--- src/rtl/mem_port_arbiter.sv ---
// Two-port single-memory arbiter: a read-only fetch port and a read/write data port
// share one memory. Round-robin arbitration, with an optional bounded data burst lock.
module mem_port_arbiter #(
  parameter int ADDR_W    = 9,
  parameter int DATA_W    = 32,
  parameter int MAX_BURST = 4
) (
  input  logic              clk,
  input  logic              rst,
  input  logic              f_req,
  input  logic [ADDR_W-1:0] f_addr,
  output logic              f_gnt,
  output logic              f_rvalid,
  output logic [DATA_W-1:0] f_rdata,
  input  logic              d_req,
  input  logic              d_we,
  input  logic              d_lock,
  input  logic [ADDR_W-1:0] d_addr,
  input  logic [DATA_W-1:0] d_wdata,
  output logic              d_gnt,
  output logic              d_rvalid,
  output logic [DATA_W-1:0] d_rdata,
  output logic              mem_en,
  output logic              mem_we,
  output logic [ADDR_W-1:0] mem_addr,
  output logic [DATA_W-1:0] mem_wdata,
  input  logic [DATA_W-1:0] mem_rdata
);

  typedef enum logic {UNLOCKED = 1'b0, LOCKED = 1'b1} lock_e;

  localparam logic [3:0] MaxBurst = 4'(MAX_BURST);

  lock_e       lock_q, lock_d;
  logic [3:0]  cnt_q, cnt_d, cnt_next;
  logic        last_d_q;
  logic        force_f_q, force_f_d;
  logic        f_rv_q, d_rv_q;

  always_comb begin
    f_gnt = 1'b0;
    d_gnt = 1'b0;
    if (!rst) begin
      if (lock_q == LOCKED && d_req && d_lock) begin
        d_gnt = 1'b1;
      end else if (force_f_q && f_req) begin
        f_gnt = 1'b1;
      end else if (f_req && d_req) begin
        if (last_d_q) f_gnt = 1'b1;
        else          d_gnt = 1'b1;
      end else if (f_req) begin
        f_gnt = 1'b1;
      end else if (d_req) begin
        d_gnt = 1'b1;
      end
    end
  end

  // A burst that reaches MAX_BURST drops the lock and gives fetch one forced turn.
  always_comb begin
    cnt_next  = (lock_q == LOCKED) ? cnt_q + 4'd1 : 4'd1;
    lock_d    = lock_q;
    cnt_d     = cnt_q;
    force_f_d = 1'b0;
    if (d_gnt && d_lock) begin
      cnt_d = cnt_next;
      if (cnt_next >= MaxBurst) begin
        lock_d    = UNLOCKED;
        force_f_d = 1'b1;
      end else begin
        lock_d = LOCKED;
      end
    end else if (lock_q == LOCKED) begin
      lock_d = UNLOCKED;
      cnt_d  = 4'd0;
    end
  end

  always_comb begin
    mem_en    = f_gnt | d_gnt;
    mem_we    = d_gnt & d_we;
    mem_addr  = '0;
    mem_wdata = '0;
    if (d_gnt) begin
      mem_addr  = d_addr;
      mem_wdata = d_wdata;
    end else if (f_gnt) begin
      mem_addr  = f_addr;
      mem_wdata = d_wdata;
    end
  end

  always_ff @(posedge clk) begin
    if (rst) begin
      lock_q    <= UNLOCKED;
      cnt_q     <= 4'd0;
      last_d_q  <= 1'b1;
      force_f_q <= 1'b0;
      f_rv_q    <= 1'b0;
      d_rv_q    <= 1'b0;
    end else begin
      lock_q    <= lock_d;
      cnt_q     <= cnt_d;
      force_f_q <= force_f_d;
      if (f_gnt || d_gnt) last_d_q <= d_gnt;
      f_rv_q    <= f_gnt;
      d_rv_q    <= d_gnt & ~d_we;
    end
  end

  // Read response is also masked while rst is high so a reset drops it immediately.
  assign f_rvalid = f_rv_q & ~rst;
  assign d_rvalid = d_rv_q & ~rst;
  assign f_rdata  = f_rvalid ? mem_rdata : '0;
  assign d_rdata  = d_rvalid ? mem_rdata : '0;

endmodule

--- config.mk ---
export PLATFORM = sky130hd
export DESIGN_NAME = mem_port_arbiter
export DESIGN_NICKNAME = d
export VERILOG_FILES = /design/src/rtl/mem_port_arbiter.sv
export SDC_FILE = /design/constraint.sdc
export NUM_CORES = 1
export LEC_CHECK = 0
export BUFFER_PORTS_ARGS = -buffer_cell sky130_fd_sc_hd__buf_2
export CAP_MARGIN = 10
export CORE_AREA = 2 2 77 79
export CTS_CLUSTER_SIZE = 20
export DETAILED_ROUTE_END_ITERATION = 7
export DIE_AREA = 0 0 79 81
export PLACE_DENSITY_LB_ADDON = 0.2
export SLEW_MARGIN = 25
export SYNTH_ARGS = -nofsm -noshare
export SYNTH_HDL_FRONTEND = slang
export SYNTH_SLANG_ARGS = --single-unit
--- constraint.sdc ---
create_clock -name clk -period 1.73 [get_ports clk]
set_input_delay 0.173 -clock clk [delete_from_list [all_inputs] [get_ports clk]]
set_output_delay 0.173 -clock clk [all_outputs]
set_load 0.02 [all_outputs]
==> Word-level counts from Yosys, hierarchy flattened <==
Index checks and enable logic that the tools add are counted.
{ "word_totals": {"regBits": 9, "latchBits": 0, "ram_bits": 0, "romBits": 0, "n_memories": 0} }
{ "classes": {"addsub": 1, "n_mul": 0, "n_div": 0, "n_lt_le_gt_ge": 1, "n_eq_ne": 0, "shift": 0, "mux": 24, "n_bitwise": 8, "n_reduce_logical": 8} }
{ "ops": {"columns": ["op", "n"], "rows": [
  ["two-way mux 32 bit", 4],
  ["two-way mux 9 bit", 2],
  ["two-way mux 1 bit", 15],
  ["two-way mux 4 bit", 3],
  ["logical AND 1 bit", 5],
  ["adder 4 x 1 -> 4 bit, second input constant", 1],
  ["AND 1 bit", 4],
  ["greater-or-equal comparator 4 x 3 -> 1 bit, second input constant", 1],
  ["inverter 1 bit", 3],
  ["nonzero test 2 bit", 1],
  ["OR reduction 2 bit", 1],
  ["logical OR 1 bit", 1],
  ["bitwise OR 1 bit", 1]
]} }

==> Depth between registers and ports, before layout <==
Gate-level depths: netlist (run 1).
{ "depth": {"depth_word": 9, "mapped_depth": 6, "ltp_nobuf": 5} }

==> Least setup slack after synthesis (run 1) <==
Ideal clock, no wire load.
{ "synth_timing": {"path_kind": "register -> output", "from": "register lock_q", "to": "output mem_addr[0]", "t_arrival_ps": 1262, "slack_ps": 295, "path_stages_with_launch": 7, "path_buffers": 2, "path_cell_list": "dfxtp_1 and3_1 buf_6 nor2_2 and3_4 buf_6 a22o_1"} }
{ "synth_via": {"elab_chain_len": 6, "word_cells_on_any_way": 8} }
{ "synth_lines": {"columns": ["item", "line_no", "source"], "rows": [
  ["start: declaration", "34", "lock_e lock_q, lock_d;"],
  ["start signal: assignment", "102", "lock_q <= lock_d;"],
  ["logical AND 1 bit (2 in a row)", "44", "if (lock_q == LOCKED && d_req && d_lock) begin"],
  ["two-way mux 1 bit", "44", null],
  ["two-way mux 1 bit", "43", "if (!rst) begin"],
  ["net f_gnt", "12", "output logic f_gnt,"],
  ["two-way mux 9 bit", "87", "end else if (f_gnt) begin"],
  ["two-way mux 9 bit", "84", "if (d_gnt) begin"],
  ["end: declaration", "25", "output logic [ADDR_W-1:0] mem_addr,"]
]} }
The timed path passes the listed nets, and every way through them passes these cells.

==> Final worst setup path (run 1) <==
{ "layout_timing": {"from": "register last_d_q", "to": "output mem_addr[4]"} }
{ "layout_via": {"elab_chain_len": 7, "word_cells_on_any_way": 12} }
{ "layout_lines": {"columns": ["item", "line_no", "source"], "rows": [
  ["start: declaration", "36", "logic last_d_q;"],
  ["start signal: assignment", "105", "if (f_gnt || d_gnt) last_d_q <= d_gnt;"],
  ["two-way mux 1 bit", "49", "if (last_d_q) f_gnt = 1'b1;"],
  ["two-way mux 1 bit", "48", "end else if (f_req && d_req) begin"],
  ["two-way mux 1 bit", "46", "end else if (force_f_q && f_req) begin"],
  ["two-way mux 1 bit", "44", null],
  ["two-way mux 1 bit", "43", null],
  ["two-way mux 9 bit", "87", null],
  ["two-way mux 9 bit (*)", "84", null]
]} }
Every way passes the cells marked *; elsewhere a longest branch is shown, timed or not.

==> results of run 1 <==
-- registers in the layout, summed over array words and instances (netlist names) --
| name | cells |
|---|---|
| lock_q | 1 |
| f_rv_q | 1 |
| cnt_q | 4 |
| d_rv_q | 1 |
| last_d_q | 1 |
| force_f_q | 1 |
-- cell families after synthesis --
kind of cell               Yosys count  synth area share
buffers and inverters               14           0.06150
and+or+nand+nor                    120            0.6172
DFF                                  9            0.1527
adders and majority gates            1           0.01060
AOI/OAI and AO/OA                   23            0.1485
muxes                                1          0.009543
-- cell usage after synthesis --
cell type / count
buf_4: 1
a22o_1: 9
nor2_1: 7
a22oi_1: 1
buf_6: 2
nor2b_1: 4
and2_1: 98
a21boi_0: 1
a31oi_1: 1
and3_1: 3
o211a_1: 1
ha_1: 1
o21ai_0: 2
buf_2: 1
mux2_2: 1
dfxtp_1: 9
nor2_2: 1
nand2_1: 4
o21ai_1: 1
o221a_2: 1
a211oi_1: 1
nand3b_1: 1
nand3_1: 1
a41oi_1: 1
and3_4: 1
o211ai_1: 1
inv_1: 1
a21oi_1: 3
clkbuf_1: 9
-- layout make-up --
| type | count | area share |
|---|---|---|
| sequential | 9 | 0.07860 |
| multi-input combinational | 146 | 0.4170 |
| timing repair buffer | 201 | 0.4421 |
| inverter | 1 | 0.001638 |
| tap | 75 | 0.04094 |
| clock buffer | 4 | 0.01965 |
-- path summary, 6_finish.rpt --
path	start	end	slack, ns	depth (start not counted)
worst max-delay path	last_d_q	mem_addr[4]	0.10	4
worst min-delay path	d_we	d_rv_q	0.10	2
worst max register to register	cnt_q[1]	force_f_q	0.18	5
worst min register to register	last_d_q	last_d_q	0.51	2
-- power by group --
group	switching [µW]	total (µW)	leakage [µW]	internal (µW)
Clock	90.0	251	0.0000228	161
Sequential	4.43	219	0.0000734	215
Combinational	240	433	0.00136	192
-- timing repair --
action / in CTS / in global routing
pin swaps: 0 / 1
cloned: 0 / 1
endpoints found under the setup margin: 10 / 10
buffers inserted: 0 / 0
resized for setup: 1 / 5
-- stage by stage --
step                worst slack [ns]  cell area (µm²)    util  power [µW]  std cells
floorplan                     0.2953             1180       -       455.9        168
global placement              0.2249             2218  0.3909       648.9        431
detailed placement            0.1938             2218  0.3909       651.6        431
CTS                         0.007883             2263  0.3988       905.2        435
global route                0.003174             2292  0.4039       959.6        436
finish                        0.1008             2292  0.4039       902.6        436
-- worst reg2reg max path, delay by kind of cell (launching register included) --
| family | cells | cell delay, ns |
|---|---|---|
| AOI/OAI and AO/OA | 3 | 0.60 |
| and+or+nand+nor | 1 | 0.17 |
| DFF | 1 | 0.39 |
| adders and majority gates | 1 | 0.26 |
-- metal layers --
| metal | vias up | global-route usage | wire, µm |
|---|---|---|---|
| li1 | 930 | - | - |
| met1 | 775 | 0.1227 | 1613 |
| met2 | 125 | 0.2517 | 2460 |
| met3 | 9 | 0.01889 | 553 |
| met4 | 0 | 0.08621 | 172 |
| met5 | - | 0 | 0 |
==> flow_metrics.tcl, run 1 <==
set metrics [dict create \
    outcome "finished, final reports clean" \
    netlist_instances 168 \
    ys_ff_latch 9 \
    die_height_um 81 \
    ys_seq_area_frac 0.1527 \
    cpMaxStageDelayCell "dfxtp_1" \
    cp_max_fo 14 \
    ios 199 \
    viasPerCell 4.218 \
    routabilityCongestion 0.7218 \
    multi_input_area_um2 955.9 \
    yosysUniqueCellTypes 29 \
    wirelength_um 4800 \
    port_buffers 198 \
    final_common_cell "buf_2" \
    post_drt_wl_per_cell_um 11.01 \
    fin_crit_sh 0.9417 \
    cts_hold_buf 0 \
    cp.arrival_ns 1.46 \
    final-setup-viol-count 0 \
    root_buffer "clkbuf_8" \
    layout_common_cells "buf_2, and2_1, a22o_1, dfxtp_1, nor2_1" \
    vdd_drop_max_mv 0.2330 \
    grt_max_degree 34 \
    antenna_found_initial 0 \
    drv_cap 0 \
    cts_tree "yes" \
    clk_pin_slew_ns 0.04 \
    path_class "flip-flop to primary output" \
    overflow 0 \
    die_area_um2 6399 \
    fmax_mhz 613.8 \
    critPathTopFamily "compound AO/OA/AOI/OAI gates" \
    grt_first_pass_wirelength_um 6472 \
    hpwl_um 4053 \
    finalCriticalPeriod_ns 1.629 \
    fin_setup_tns_ns 0 \
    max_stage_delay_ns 0.31 \
    rows 28 \
    p_leak_uw 0.001456 \
    cp-end-kind "primary output" \
    core_area_um2 5675 \
    path_buf_inv 1 \
    synth_top_area_frac 0.5196 \
    fin_worst_skew_ns 0.001613 \
    fp.dieW_um 79 \
    synth_fp_nets 257 \
    grt.total_usage 0.1281 \
    syn-cell-area_um2 1180 \
    yosys.area.top_type "and2_1" \
    synth_area_leaders "and2_1, dfxtp_1, a22o_1" \
    hold_viol 0 \
    remaining_drc_errors 0 \
    area_growth_pct 94.27 \
    n_fill_cell 603 \
    ys_warn_count 0 \
    rsz0062_at_grt "false" \
    cp-start-kind "flip-flop" \
    seq_area_um2 180.2 \
    slew_violations 0 \
    power_density_nw_per_um2 393.8 \
    clock_latency_ns 0.24 \
    path_cells "o21ai_1 -> o211a_4 -> a22o_1 -> buf_2" \
    avgSynthCellArea_um2 7.023 \
    slew_headroom 0.7956 \
    drive_gt1_frac 0.5845 \
    drt-initial-drc-count 32 \
    ant_nets 0 \
    drt_pre_antenna_iters 6 \
    diodes 0 \
    critical_path_required_ns 1.56 \
    layout.nets 451 \
    hold_slack_ns 0.1014 \
    clock-sinks 9 \
    cts_max_level 1 \
    cts_buffer_depth 2 \
    cts_made_buffers 3 \
    tightest_slew_ns 0.3046 \
    vias 1839 \
    start_util 0.2079 \
    min_path_type "input port to flip-flop" \
    grt_pass1_vias 1477 \
]
Note: power is estimated with default switching activity, not from simulation.
==> inputs of run 2 (changes only) <==
--- a/config.mk
+++ b/config.mk
@@ -5,12 +5,12 @@
 export SDC_FILE = /design/constraint.sdc
 export NUM_CORES = 1
 export LEC_CHECK = 0
-export BUFFER_PORTS_ARGS = -buffer_cell sky130_fd_sc_hd__buf_2
 export CAP_MARGIN = 10
 export CORE_AREA = 2 2 77 79
 export CTS_CLUSTER_SIZE = 20
 export DETAILED_ROUTE_END_ITERATION = 7
 export DIE_AREA = 0 0 79 81
+export DONT_BUFFER_PORTS = 1
 export PLACE_DENSITY_LB_ADDON = 0.2
 export SLEW_MARGIN = 25
 export SYNTH_ARGS = -nofsm -noshare
==> run 2 against run 1 <==
Net effect: die area did not move; sequential share of layout area rose by 5.6 points; via count fell by 36%; largest cell class is now multi-input combinational cells.
==> flow_metrics.tcl, run 2 (synthesis results as in run 1) <==
set metrics [dict create \
    outcome "finished, final reports clean" \
    cts_made_buffers 3 \
    design_area_um2 1335 \
    fin_worst_skew_ns 0.003074 \
    reg2reg_depth 5 \
    remaining_drc_errors 0 \
    slew_violations 0 \
    root_buffer "clkbuf_8" \
    diodes 0 \
    die_area_um2 6399 \
    intPower_uw 450.8 \
    drt_pre_antenna_iters 4 \
    final_common_cell "and2_1" \
    path_buf_inv 0 \
    die_height_um 81 \
    cp.arrival_ns 1.49 \
    use_met1 0.07872 \
    cp-start-kind "flip-flop" \
    clock-sinks 9 \
    hold_viol 0 \
    clk_pin_slew_ns 0.05 \
    worst-path-stages 4 \
    largest_register "cnt_q" \
    ios 199 \
    final-setup-viol-count 0 \
    clock_latency_ns 0.23 \
    slew_headroom 0.7770 \
    critical_path_required_ns 1.56 \
    start_util 0.2079 \
    ant_nets 0 \
    clkPwrFrac 0.333 \
    p_switching_uw 273.4 \
    tightest_slew_ns 0.3322 \
    port_buffers 0 \
    path_cells "and3_2 -> nor2_2 -> and3_4 -> a22o_2" \
    grt_max_degree 34 \
    cp_max_fo 6 \
    hpwl_um 3312 \
    grtUsageMet2 0.2093 \
    critPathTopFamily "simple AND/OR/NAND/NOR gates" \
    min_path_type "input port to flip-flop" \
    worst_slack_ns 0.06264 \
    fin_crit_sh 0.9638 \
    vdd_drop_max_mv 0.4598 \
    path_class "flip-flop to primary output" \
    grt_first_pass_wirelength_um 4547 \
    cpMaxStageDelayCell "dfxtp_1" \
    viasPerCell 4.895 \
    drt-initial-drc-count 10 \
    fp.dieW_um 79 \
    combinationalPowerShare 0.365 \
    p_sw_frac 0.3776 \
    p_leak_uw 0.0005532 \
    drv_cap 0 \
    core_area_um2 5675 \
    layout_common_cells "and2_1, dfxtp_1, nor2_1, a22o_2" \
    antenna_found_initial 0 \
    grt.total_usage 0.09605 \
    cp-end-kind "primary output" \
    fmax_mhz 599.8 \
    largest_reg_flops 4 \
    routabilityCongestion 0.6944 \
    wirelength_um 3826 \
    finalCriticalPeriod_ns 1.667 \
    seq_power_share 0.303 \
    cts_buffer_depth 2 \
    rsz0062_at_grt "true" \
    layout.nets 254 \
    rows 28 \
    placed_cell_area_um2 1240 \
    hold_path_depth 1 \
    post-place-ws_ns 0.2276 \
    overflow 0 \
    drive_gt1_frac 0.1524 \
    grt_pass1_vias 879 \
    grtUsageMet3 0.02000 \
    grt-busiest-layer "met2" \
    area_growth_pct 13.15 \
    n_fill_cell 638 \
    cts_hold_buf 0 \
    power_density_nw_per_um2 542.5 \
    vias 1170 \
    post_drt_wl_per_cell_um 16.01 \
    cts_tree "yes" \
    cts_max_level 1 \
    max_stage_delay_ns 0.34 \
]
==> run 2: cell types whose count changed in the layout (fill, tap and decap cells not counted), moves of 2 or more <==
cell	delta
buf_2	-198
a22o_1	-9
a22o_2	+6
a22o_4	+3
and3_2	+2
and3_4	-2
nor2b_1	-2
nor2b_2	+2
==> run 2: power groups by stage <==
| stage | Combinational [µW] | Clock, µW | Sequential (µW) |
|---|---|---|---|
| floorplan | 234 | 0 | 222 |
| global placement | 255 | 0 | 223 |
| detailed placement | 253 | 0 | 223 |
| CTS | 255 | 251 | 219 |
| global route | 280 | 263 | 220 |
| finish | 264 | 241 | 219 |
==> run 2: path summary, 6_finish.rpt <==
path | endpoint | startpoint | slack, ns
setup / recovery | mem_addr[4] | lock_q | 0.06
hold / removal | d_rv_q | d_we | 0.01
setup reg to reg | force_f_q | cnt_q[0] | 0.24
hold reg to reg | last_d_q | last_d_q | 0.52
==> run 2: cell type report <==
cell class | count | area (µm²) | share of cell area
inverters | 1 | 3.754 | 0.002812
repair buffers | 4 | 30.03 | 0.02249
clock buffers | 4 | 45.04 | 0.03374
multi-input cells | 146 | 982.2 | 0.7357
flip-flops and latches | 9 | 180.2 | 0.1350
well taps | 75 | 93.84 | 0.07029
==> run 2: repair_timing <==
action                     in CTS  in global routing
setup endpoints to repair       9                  9
cloned                          0                  1
buffers inserted                0                  0
pin swaps                       0                  1
resized for setup               2                 10
hold endpoints to repair        0                  0
==> run 2: metrics by stage <==
step	total power [µW]	std cells	utilization	hold WS [ns]	TNS [ns]
floorplan	455.9	168	-	0.2446	0
global placement	477.2	234	0.2185	0.2468	0
detailed placement	476.0	234	0.2185	0.2465	0
CTS	724.4	238	0.2266	0.002718	0
global route	762.6	239	0.2352	0.001317	-0.05413
finish	724.2	239	0.2352	0.009697	0
==> run 2: layer usage <==
layer  vias to the layer above  routed length (µm)
met4                         0                  87
met1                       505                1181
li1                        539                   -
met2                       122                2119
met5                         -                   0
met3                         4                 439
==> inputs of run 3 (changes only) <==
--- a/config.mk
+++ b/config.mk
@@ -5,11 +5,12 @@
 export SDC_FILE = /design/constraint.sdc
 export NUM_CORES = 1
 export LEC_CHECK = 0
+export ABC_AREA = 1
 export CAP_MARGIN = 10
-export CORE_AREA = 2 2 77 79
+export CORE_AREA = 2 2 76 78
 export CTS_CLUSTER_SIZE = 20
 export DETAILED_ROUTE_END_ITERATION = 7
-export DIE_AREA = 0 0 79 81
+export DIE_AREA = 0 0 78 80
 export DONT_BUFFER_PORTS = 1
 export PLACE_DENSITY_LB_ADDON = 0.2
 export SLEW_MARGIN = 25
==> run 3 against run 2 <==
Net effect: design area increased by 53%; critical path depth increased by 4; area after synthesis is 4.1% higher; setup slack lost 0.0037 ns; clock skew fell by 0.00070 ns; largest cell class unchanged; largest power group unchanged.
==> flow_metrics.tcl, run 3 <==
set metrics [dict create \
    p_switching_uw 365.7 \
    min_path_type "input port to flip-flop" \
    cp_max_fo 32 \
    drive_gt1_frac 0.3362 \
    core_area_um2 5405 \
    drv_cap 0 \
    outcome "finished, final reports clean" \
    timing.critical_path.mode_cell "inv_2" \
    die_area_um2 6240 \
    viasPerCell 4.041 \
    start_util 0.2273 \
    combinationalPowerShare 0.480 \
    layout.nets 435 \
    root_buffer "clkbuf_8" \
    largest_reg_flops 4 \
    cts_made_buffers 3 \
    fp.dieW_um 78 \
    remaining_drc_errors 0 \
    clock-sinks 9 \
    clock_latency_ns 0.23 \
    port_buffers 0 \
    rows 27 \
    syn-cell-area_um2 1229 \
    path_cells "nand3_4 -> a21oi_4 -> inv_2 -> nand2_2 -> inv_2 -> buf_12 -> nor2_1 -> buf_4" \
    yosysUniqueCellTypes 18 \
    vdd_drop_max_mv 0.4880 \
    diodes 0 \
    cts_max_level 1 \
    p_sw_frac 0.4145 \
    yosysMostFrequentCell "nor2_1" \
    antenna_found_initial 0 \
    largest_register "cnt_q" \
    routabilityCongestion 0.7594 \
    synth_top_area_frac 0.2780 \
    path_class "flip-flop to primary output" \
    cpMaxStageDelayCell "dfxtp_2" \
    seq_power_share 0.247 \
    cts_tree "yes" \
    synth_fp_nets 347 \
    slew_violations 0 \
    wirelength_um 4870 \
    synth_edf_count 0 \
    netlist_instances 258 \
    hold_slack_ns 0.002496 \
    yosys.area.top_type "nor2_1" \
    finalCriticalPeriod_ns 1.671 \
    fin_crit_sh 0.9659 \
    cts_buffer_depth 2 \
    ys_async_sr_fraction 0 \
    grt_pass1_vias 1446 \
    cp-end-kind "primary output" \
    layout_common_cells "buf_4, nor2_1, inv_1, nand2_1, nor2_2" \
    stdcell_count 417 \
    clk_pin_slew_ns 0.04 \
    drt-initial-drc-count 61 \
    tightest_slew_ns 0.4054 \
    slew_headroom 0.7288 \
    ant_nets 0 \
    ios 199 \
    vias 1685 \
    worst_slack_ns 0.05894 \
    grt_first_pass_wirelength_um 6920 \
    post-place-ws_ns 0.2859 \
    ys_ff_latch 9 \
    ys_seq_area_frac 0.1466 \
    fin_worst_skew_ns 0.002371 \
    hpwl_um 4042 \
    grt.total_usage 0.1358 \
    dp_cells 412 \
    clkPwrFrac 0.273 \
    critical_path_required_ns 1.56 \
    drt_pre_antenna_iters 4 \
    ys.flop_type "dfxtp_1" \
    fmax_mhz 598.4 \
    final_common_cell "buf_4" \
    cp.arrival_ns 1.50 \
    power_density_nw_per_um2 431.8 \
    grt_max_degree 34 \
    avgSynthCellArea_um2 4.762 \
    die_height_um 80 \
    intPower_uw 516.6 \
    ys_warn_count 0 \
    synth_common_cells "nor2_1, inv_1, nand2_1, nand3_1, nor2_2" \
    overflow 0 \
    hold_viol 0 \
    p_leak_uw 0.001366 \
    synth_area_leaders "nor2_1, inv_1, dfxtp_1" \
    area_growth_pct 66.29 \
    post_drt_wl_per_cell_um 11.68 \
    final-setup-viol-count 0 \
    max_stage_delay_ns 0.36 \
    cp-start-kind "flip-flop" \
]
[run 3: changes by cell type after synthesis, moves of 34 or more]
cell / before / now
and2_1: 98 / 0
inv_1: 1 / 74
nand2_1: 4 / 38
nor2_1: 7 / 91
[run 3: area by class of cell]
cell class / count / area (µm²)
tap: 72 / 90.09
multi-input combinational: 162 / 720.7
sequential: 9 / 181.4
clock buffer: 4 / 45.04
fill: 625 / 3362
inverter: 77 / 292.8
timing repair buffer: 93 / 713.2
[run 3: kinds of logic (layout without fill, tap and decap cells)]
group / Yosys count / in the layout / share of synthesized area
and+or+nand+nor: 152 / 152 / 0.5031
buffers and inverters: 87 / 174 / 0.2912
DFF: 9 / 9 / 0.1466
AOI/OAI and AO/OA: 8 / 8 / 0.04175
adders and majority gates: 1 / 1 / 0.01018
xor gates and xnor gates: 1 / 1 / 0.007130
[run 3: metal layers]
| layer | GRT usage | wire length, µm | up-vias |
|---|---|---|---|
| met5 | 0 | 0 | - |
| met4 | 0.05789 | 97 | 0 |
| met3 | 0.04299 | 532 | 10 |
| met2 | 0.2483 | 2461 | 98 |
| met1 | 0.1431 | 1779 | 695 |
| li1 | - | - | 882 |
[run 3: power by group through the flow]
stage	clock (µW)	sequential, µW	combinational, µW
finish	241	218	423
global route	261	218	460
CTS	247	217	420
detailed placement	0	221	418
global placement	0	221	415
floorplan	0	220	291
[run 3: final timing paths]
path              startpoint            end  slack [ns]  depth (start not counted)
hold reg to reg     cnt_q[3]       cnt_q[3]        0.48                          2
setup reg to reg      lock_q       cnt_q[2]        0.49                          5
hold / removal           rst       cnt_q[3]       0.002                          1
setup / recovery      lock_q  mem_wdata[26]        0.06                          8
[run 3: worst max-delay path: cells and delay by family, from the launching register on]
family                 cells  cell delay [ns]
DFF                        1             0.36
buffers and inverters      4             0.42
and+or+nand+nor            3             0.31
AOI/OAI and AO/OA          1             0.17
[run 3: timing repair]
| item | in CTS | in global routing |
|---|---|---|
| setup endpoints to repair | 0 | 37 |
| gates resized for setup | 0 | 8 |
| hold buffers | 0 | 1 |
| endpoints found under the hold margin | 0 | 2 |
| buffers inserted | 0 | 0 |
[run 3: through the flow]
stage	utilization	total power, µW	TNS (ns)	instance area [µm²]
after floorplan	-	511.1	0	1229
after global placement	0.3613	636.3	0	1953
after detailed placement	0.3613	639.6	0	1953
after CTS	0.3697	883.7	0	1998
after global routing	0.3780	939.1	-0.2093	2043
final	0.3780	882.3	0	2043
